**src/rtl/dmem_arb_pkg.sv**
```systemverilog
// Shared types and constants for the data-memory arbiter.
// The optional wait-cycle counters are enabled with DMEM_ARB_PERF_EN.
package dmem_arb_pkg;

  typedef enum logic [1:0] {IDLE, ACCESS, RESP} state_t;
  typedef enum logic {OWN_CORE, OWN_DMA} owner_t;

  localparam logic [1:0] CTRL_NONE = 2'b00;
  localparam logic [1:0] CTRL_RD   = 2'b10;
  localparam logic [1:0] CTRL_WR   = 2'b01;

  function automatic logic misaligned(input logic [1:0] lsb);
    return lsb != 2'b00;
  endfunction

endpackage

```
**src/rtl/dmem_arb_rr.sv**
```systemverilog
// Two-way round-robin picker: on a tie the requester not granted last wins.
module dmem_arb_rr
  import dmem_arb_pkg::*;
(
  input  logic clk,
  input  logic reset,
  input  logic core_req,
  input  logic dma_req,
  input  logic take,
  output logic core_win,
  output logic dma_win
);

  owner_t last_gnt;

  // Reset value OWN_DMA makes the core win the first tie.
  always_comb begin
    core_win = core_req && (!dma_req || last_gnt == OWN_DMA);
    dma_win  = dma_req && !core_win;
  end

  always_ff @(posedge clk) begin
    if (reset)
      last_gnt <= OWN_DMA;
    else if (take)
      last_gnt <= core_win ? OWN_CORE : OWN_DMA;
  end

endmodule

```
**src/rtl/dmem_arbiter.sv**
```systemverilog
// Shares the single-ported data memory between the core MEM stage and DMA.
// Define DMEM_ARB_PERF_EN to add per-requester wait-cycle counters.
module dmem_arbiter
  import dmem_arb_pkg::*;
#(
  parameter int ADDR_W = 32,
  parameter int DATA_W = 32
`ifdef DMEM_ARB_PERF_EN
  , parameter int PERF_W = 32
`endif
) (
  input  logic              i_clk,
  input  logic              i_reset,
  input  logic              i_coreReq,
  input  logic              i_coreWe,
  input  logic [ADDR_W-1:0] i_coreAddr,
  input  logic [DATA_W-1:0] i_coreWdata,
  output logic              o_coreGnt,
  output logic              o_coreRvalid,
  output logic [DATA_W-1:0] o_coreRdata,
  output logic              o_coreErr,
  input  logic              i_dmaReq,
  input  logic              i_dmaWe,
  input  logic [ADDR_W-1:0] i_dmaAddr,
  input  logic [DATA_W-1:0] i_dmaWdata,
  output logic              o_dmaGnt,
  output logic              o_dmaRvalid,
  output logic [DATA_W-1:0] o_dmaRdata,
  output logic              o_dmaErr,
  output logic [ADDR_W-1:0] o_memAddr,
  output logic [DATA_W-1:0] o_memWdata,
  output logic [1:0]        o_ctrlMEM,
  input  logic [DATA_W-1:0] i_readData,
  output logic              o_busy
`ifdef DMEM_ARB_PERF_EN
  , output logic [PERF_W-1:0] o_coreWaitCnt
  , output logic [PERF_W-1:0] o_dmaWaitCnt
`endif
);

  state_t state;
  owner_t owner;
  logic   we_q, err_q;

  logic              core_win, dma_win, grant;
  logic              sel_we, sel_mis;
  logic [ADDR_W-1:0] sel_addr;
  logic [DATA_W-1:0] sel_wdata;
  logic              rd_pass;

  // Grant is combinational so it lands in the same cycle the request is sampled.
  assign grant = (state == IDLE) && (i_coreReq || i_dmaReq) && !i_reset;

  dmem_arb_rr u_rr (
    .clk      (i_clk),
    .reset    (i_reset),
    .core_req (i_coreReq),
    .dma_req  (i_dmaReq),
    .take     (grant),
    .core_win (core_win),
    .dma_win  (dma_win)
  );

  assign o_coreGnt = grant && core_win;
  assign o_dmaGnt  = grant && dma_win;

  always_comb begin
    sel_we    = core_win ? i_coreWe    : i_dmaWe;
    sel_addr  = core_win ? i_coreAddr  : i_dmaAddr;
    sel_wdata = core_win ? i_coreWdata : i_dmaWdata;
    sel_mis   = misaligned(sel_addr[1:0]);
  end

  always_ff @(posedge i_clk) begin
    if (i_reset) begin
      state        <= IDLE;
      owner        <= OWN_CORE;
      we_q         <= 1'b0;
      err_q        <= 1'b0;
      o_memAddr    <= '0;
      o_memWdata   <= '0;
      o_ctrlMEM    <= CTRL_NONE;
      o_coreRvalid <= 1'b0;
      o_dmaRvalid  <= 1'b0;
      o_coreErr    <= 1'b0;
      o_dmaErr     <= 1'b0;
    end else begin
      o_ctrlMEM    <= CTRL_NONE;
      o_coreRvalid <= 1'b0;
      o_dmaRvalid  <= 1'b0;
      o_coreErr    <= 1'b0;
      o_dmaErr     <= 1'b0;
      case (state)
        IDLE: if (grant) begin
          owner <= core_win ? OWN_CORE : OWN_DMA;
          we_q  <= sel_we;
          err_q <= sel_mis;
          if (sel_mis) begin
            // Misaligned: skip the memory entirely and report the error.
            state        <= RESP;
            o_coreRvalid <= core_win;
            o_dmaRvalid  <= dma_win;
            o_coreErr    <= core_win;
            o_dmaErr     <= dma_win;
          end else begin
            state      <= ACCESS;
            o_memAddr  <= sel_addr;
            o_memWdata <= sel_wdata;
            o_ctrlMEM  <= sel_we ? CTRL_WR : CTRL_RD;
          end
        end
        ACCESS: begin
          state        <= RESP;
          o_coreRvalid <= (owner == OWN_CORE);
          o_dmaRvalid  <= (owner == OWN_DMA);
        end
        RESP:    state <= IDLE;
        default: state <= IDLE;
      endcase
    end
  end

  // Memory data arrives during RESP, so read data is steered through, not registered.
  assign rd_pass     = !we_q && !err_q;
  assign o_coreRdata = (o_coreRvalid && rd_pass) ? i_readData : '0;
  assign o_dmaRdata  = (o_dmaRvalid  && rd_pass) ? i_readData : '0;
  assign o_busy      = (state != IDLE);

`ifdef DMEM_ARB_PERF_EN
  always_ff @(posedge i_clk) begin
    if (i_reset) begin
      o_coreWaitCnt <= '0;
      o_dmaWaitCnt  <= '0;
    end else begin
      if (i_coreReq && !o_coreGnt && o_coreWaitCnt != '1)
        o_coreWaitCnt <= o_coreWaitCnt + 1'b1;
      if (i_dmaReq && !o_dmaGnt && o_dmaWaitCnt != '1)
        o_dmaWaitCnt <= o_dmaWaitCnt + 1'b1;
    end
  end
`endif

endmodule
```
**config.mk**
```make
export PLATFORM = sky130hd
export DESIGN_NAME = dmem_arbiter
export DESIGN_NICKNAME = d
export VERILOG_FILES = /design/src/rtl/dmem_arb_pkg.sv /design/src/rtl/dmem_arb_rr.sv /design/src/rtl/dmem_arbiter.sv
export SDC_FILE = /design/constraint.sdc
export NUM_CORES = 1
export LEC_CHECK = 0
export ABC_AREA = 1
export CAP_MARGIN = 5
export CORE_MARGIN = 10
export CORE_UTILIZATION = 32
export DETAILED_ROUTE_END_ITERATION = 16
export PLACE_DENSITY = 0.84
export SKIP_CTS_REPAIR_TIMING = 1
export SLEW_MARGIN = 20
export SYNTH_ARGS = -nofsm -noshare
export SYNTH_HDL_FRONTEND = slang
export SYNTH_SLANG_ARGS = --single-unit
```
**constraint.sdc**
```tcl
create_clock -name i_clk -period 1.28 [get_ports i_clk]
set_input_delay 0.256 -clock i_clk [delete_from_list [all_inputs] [get_ports i_clk]]
set_output_delay 0.256 -clock i_clk [all_outputs]
set_load 0.02 [all_outputs]
```
==> results.md, run 1 <==
- Crit Path Max Fanout: 7
- Via density: 4.59
- Worst hold path class: in -> reg
- Status: finished with violations
- Total global-route track usage: 18.5%
- Post-synthesis adder-cell area fraction: 0%
- Mux contribution to synthesized area: 0%
- Fin worst setup slack: -343 ps
- Chip width: 134 um
- Simple-Gate Fraction of Synth Area: 48.3%
- Cell Count Post-Placement: 1231
- DRT Pass-1 Iters: 4
- CP required: 1530 ps
- # rows: 41
- H-tree depth: 3
- Top_reg_cell synth: dfxtp_1
- Peak supply drop: 0.638 mV
- IO Port Bufs: 302
- Yosys warns: 0
- Post-DP HPWL: 14700 um
- Syn Nets: 928
- Clock buffer depth: 2
- TritonCTS Buffers: 9
- Final nets: 1271
- Root buf cell: clkbuf_16
- Core Footprint: 0.0127 mm^2
- Overall power: 8.78 mW
- IO Pins: 303
- Reg clk slew, reported paths: 60 ps
- First-pass GRT wire length: 27200 um
- Setup_tns: -35620 ps
- Clock Sinks: 76
- DRC viols: 0
- Post-Synth XOR/XNOR Area: 0%
- Largest net degree at the start of global routing: 68
- Failing checks: setup timing
- Non-Filler Instances: 1282
- Final wirelength: 23300 um
- Fin area: 0.00985 mm^2
- Reg area: 0.00153 mm^2
- Unrepaired setup endpoints after global routing: yes
- Leak Pwr: 5.77 nW
- FF-to-FF setup slack: -340 ps
- Fin. Hold Viols: 0
- Multi-input gate area: 0.00310 mm^2
- Top achievable clock speed: 616 MHz
- Async SR Flop Fraction: 0%
- Final Critical Period: 1620 ps
- Sequential area share after synthesis: 36.3%
- Die ar.: 0.0181 mm^2
- Latest clock arrival within the worst-skew pair: 330 ps
- Total of max-cap violations: 0
- Grt total ovfl: 0
- Layout Skew: 8.13 ps
- Least-Margin Pin Slew: 339 ps
- CP arrival: 1880 ps
- Initial antenna violation count: 0
- Vias in the first global route: 5275
- Largest family of logic cells by synthesized area: simple AND/OR/NAND/NOR gates
- Netlist Area Pre-Place: 0.00419 mm^2
- Share of the synthesized area in the top cell type: 36.3%
- Synthesis-to-finish area growth: 135%
- Placer Congestion: 0.869
- Synth top cells by count: nand2_1 (328), nor2_1 (196), inv_1 (106)
- Period Utilization, post-route: 127%
- Final setup viols: 135
- Routed wire length per instance: 18.2 um
- CTS tree: done
- Fill cell count: 820
- Final antenna diode count: 0
- Pre-CTS worst setup slack: -705 ps
- Worst setup path category: reg -> reg
- Share of cells above drive strength 1: 31.8%
- Die H: 134 um
- Pwr dens: 891 mW/mm^2
- Area after DPL: 0.00808 mm^2
- Most frequent cell after synthesis: nand2_1
- Detailed-route via count: 5882
- Pins over their slew limit: 0
- Compound-Gate Fraction of Synth Area: 0.895%
- Crit. End Element: flip-flop
- Slew headroom: 77.4%
- Post-Synthesis Cells: 762
- CP Launch Type: flip-flop
- Post-synth top area cell: dfxtp_1
- Post-DRT Antenna Nets: 0
- Yosys reg bits: 76
- Ranking of synthesized cells by area: dfxtp_1 (36%), nand2_1 (29%), nor2_1 (18%)
- DR iter-0 viols: 293
- Post-synth cell types: 20
- Initial Utilization: 33.0%
- Average cell area after synthesis: 5.50 um^2
- Number of synthesized flops with an enable pin: 0
-- area by class of cell --
cell class              count  area share [%]
inverters                 108            4.24
clock inverters             4           0.483
multi-input cells         540            31.4
clock buffers              12            2.60
repair buffers            370            43.5
well taps                 172            2.18
flip-flops and latches     76            15.5
-- where the power goes --
part	internal, mW	switching, mW
Clock	1.61	0.978
Combinational	1.71	1.83
Sequential	2.56	0.0970
-- sequential cells by signal (all words and copies together), names as in the netlist --
signal / count
err_q: 1
o_coreErr: 1
o_coreRvalid: 1
o_ctrlMEM: 2
o_dmaErr: 1
o_dmaRvalid: 1
o_memAddr: 32
o_memWdata: 32
owner: 1
state: 2
u_rr.last_gnt: 1
we_q: 1
-- cells in the final DEF (no fill, tap or decap), drive strengths merged --
master         instances
nand2                329
nor2                 197
clkdlybuf4s50        162
buf                  119
inv                  108
dfxtp                 76
dlymetal6s2s          71
clkbuf                30
nand3                  6
clkinv                 2
o21ai                  2
or2                    1
nand4                  1
a211oi                 1
a21oi                  1
o31ai                  1
o211ai                 1
bufinv                 1
clkinvlp               1
-- stage by stage --
stage | hold slack (ps) | util [%]
2_1_floorplan | 325 | -
3_3_place_gp | 432 | 63.5
3_5_place_dp | 435 | 63.5
4_1_cts | 444 | 65.9
5_1_grt | 339 | 77.4
6_report | 346 | 77.4
-- cell families after synthesis --
group                  Yosys count
AND/OR/NAND/NOR                533
flip-flops                      76
AO/OA/AOI/OAI                    6
buffers and inverters          147
-- routing by layer --
metal	wire (um)	global-route usage, %
met1	8220	18.1
met2	12500	36.1
met3	1550	5.93
met4	957	4.78
met5	0	0
-- worst max-delay path, cell delays in order, from the launching register on --
cell	delay, ps
dfxtp_4	350
nor2_4	150
nand2_4	70
nor2_4	120
buf_6	130
nand3_4	130
clkbuf_16	200
clkbuf_16	160
nand2_1	60
nand2_1	60
nor2_1	130
-- final timing paths --
check          startpoint             to  cells past startpoint
max              state[0]  o_memAddr[22]                     10
min               i_reset           we_q                      3
max reg2reg      state[0]  o_memAddr[22]                     10
min reg2reg  o_memAddr[1]   o_memAddr[1]                      2
Power figures use the tool's default switching activity.
==> run 2: changes to the inputs <==
--- a/config.mk
+++ b/config.mk
@@ -8,9 +8,9 @@
 export ABC_AREA = 1
 export CAP_MARGIN = 5
 export CORE_MARGIN = 10
-export CORE_UTILIZATION = 32
+export CORE_UTILIZATION = 35
 export DETAILED_ROUTE_END_ITERATION = 16
-export PLACE_DENSITY = 0.84
+export PLACE_DENSITY = 0.79
 export SKIP_CTS_REPAIR_TIMING = 1
 export SLEW_MARGIN = 20
 export SYNTH_ARGS = -nofsm -noshare
==> constraint.sdc (replaced) <==
create_clock -name i_clk -period 1.7 [get_ports i_clk]
set_input_delay 0.34 -clock i_clk [delete_from_list [all_inputs] [get_ports i_clk]]
set_output_delay 0.34 -clock i_clk [all_outputs]
set_load 0.02 [all_outputs]
==> run 2 against run 1 <==
The flow now finishes without violations. Combinational power is 46% lower. Worst setup slack improved by 380 ps. First-iteration DRC count decreased by 15%. Wire length is 23% lower. Count of clock-buffer cells in the layout rose by 1. Sequential power decreased by 25%. Worst hold slack better by 97 ps. Via count fell by 11%. Global-route usage grew 0.14 points.
==> results.md, run 2 (synthesis gave the netlist of run 1 again) <==
- Status: finished, final reports clean
- Crit Path Max Fanout: 22
- R2R Path End: o_memWdata[21]
- Wire length on met3: 1390 um
- Pwr dens: 742 mW/mm^2
- Layout Skew: 9.64 ps
- Worst r2r path cells: 9
- Setup_tns: 0 ps
- Final wirelength: 17900 um
- Worst path bufs/invs: 3
- Synthesis-to-finish area growth: 82.6%
- Hold slack: 443 ps
- Leak Pwr: 4.23 nW
- # rows: 39
- Worst path cell trace: inv_1, nand3_2, buf_12, nor2_1, buf_2
- CP Launch Type: flip-flop
- Met1 WL: 6910 um
- Commonest non-fill, non-tap cell in the layout: nand2_1
- Top achievable clock speed: 600 MHz
- Kind of cell adding the most delay to the critical path: buffers and inverters
- Least-Margin Pin Slew: 512 ps
- H-tree depth: 3
- Int Power: 3.92 mW
- Grt total ovfl: 0
- R2R Path Start: u_rr.last_gnt
- Final antenna diode count: 0
- Slew headroom: 65.9%
- Initial antenna violation count: 0
- Final setup viols: 0
- Commonest non-fill, non-tap cells in the layout: nand2_1 (326), clkdlybuf4s50_1 (230), nor2_1 (192)
- TritonCTS Buffers: 9
- Switching power total: 1.76 mW
- Unrepaired setup endpoints after global routing: yes
- Slowest cell on crit path: dfxtp_1
- Hold Path Depth: 2
- Worst setup path category: reg -> out
- Total global-route track usage: 18.6%
- Period Utilization, post-route: 98.0%
- Total of max-cap violations: 0
- Clock power frac: 31.5%
- Share of cells above drive strength 1: 11.8%
- CP required: 1360 ps
- IO Port Bufs: 302
- Pins over their slew limit: 0
- DR iter-0 viols: 248
- Flop pwr share: 35.0%
- Fill cell count: 1099
- Die H: 129 um
- Peak supply drop: 0.364 mV
- Vias in the first global route: 4823
- CP arrival: 1330 ps
- Final nets: 1235
- Latest clock arrival within the worst-skew pair: 330 ps
- Top Layer Used: met4
- IO Pins: 303
- CTS tree: done
- Via density: 4.28
- Die ar.: 0.0168 mm^2
- Switch share: 31.0%
- Pre-CTS worst setup slack: -468 ps
- Reg clk slew, reported paths: 60 ps
- Post-DRT Antenna Nets: 0
- Post-DP HPWL: 13800 um
- Chip width: 129 um
- Worst hold path class: reg -> reg
- DRC viols: 0
- Crit path largest cell delay: 310 ps
- Detailed-route via count: 5210
- Initial Utilization: 36.3%
- FF-to-FF setup slack: 160 ps
- Clock buffer depth: 2
- Worst hold endpoint: o_memAddr[0]
- Largest regs: o_memAddr x32, o_memWdata x32
- DR WL met2: 9360 um
- Combinational power share: 33.5%
- Fin. Hold Viols: 0
- First-pass GRT wire length: 24800 um
- Hold wc startpoint: o_memAddr[0]
- Placer Congestion: 0.816
- Routed wire length per instance: 14.7 um
- Largest net degree at the start of global routing: 68
- Fin worst setup slack: 33.9 ps
- Crit. End Element: primary output
- Clock Sinks: 76
- Root buf cell: clkbuf_16
- Core Footprint: 0.0116 mm^2
- DRT Pass-1 Iters: 4
- Final Critical Period: 1670 ps
-- run 2: worst max path at each step --
stage                 endpoint         start  cells after the start
2_1_floorplan  o_coreRdata[10]  o_coreRvalid                      3
3_3_place_gp          o_dmaGnt     i_coreReq                      6
3_5_place_dp         o_coreGnt      i_dmaReq                      5
4_1_cts         o_dmaRdata[24]          we_q                      5
5_1_grt         o_dmaRdata[24]          we_q                      5
6_report        o_dmaRdata[24]          we_q                      5
-- run 2: worst register-to-register path, delay by kind of cell, from the launching register on --
kind,cells,cell delay [ps]
buf+inv,3,480
flops,1,310
simple gates,6,680
-- run 2: final cells by class --
type                    instances  area (um^2)  area share (%)
repair buffers                334         3160            41.2
multi-input cells             540         2110            27.6
flip-flops and latches         76         1520            19.9
inverters                     108          405            5.29
clock buffers                  13          260            3.40
well taps                     143          179            2.34
clock inverters                 3         21.3           0.278
-- run 2: metrics by stage --
step           utilization [%]  instance area [um^2]  std cells  power (mW)
2_1_floorplan                -                  4190        762        2.91
5_1_grt                   66.2                  7660       1217        6.00
4_1_cts                   67.1                  7760       1211        5.71
3_5_place_dp              64.7                  7480       1195        3.91
3_3_place_gp              64.7                  7480       1195        3.89
6_report                  66.2                  7660       1217        5.68
-- run 2: metal layers --
| metal | up-vias | track usage (%) |
|---|---|---|
| li1 | 2783 | - |
| met2 | 182 | 36.1 |
| met4 | 0 | 4.63 |
| met3 | 14 | 7.22 |
| met5 | - | 0 |
| met1 | 2231 | 18.0 |
-- run 2: power by group through the flow --
stage               sequential (mW)  clock (mW)  combinational, mW
floorplan                      2.18           0              0.728
global placement               2.02           0               1.87
detailed placement             2.03           0               1.89
CTS                            1.99        1.83               1.90
global route                   2.00        1.91               2.09
finish                         1.99        1.79               1.90
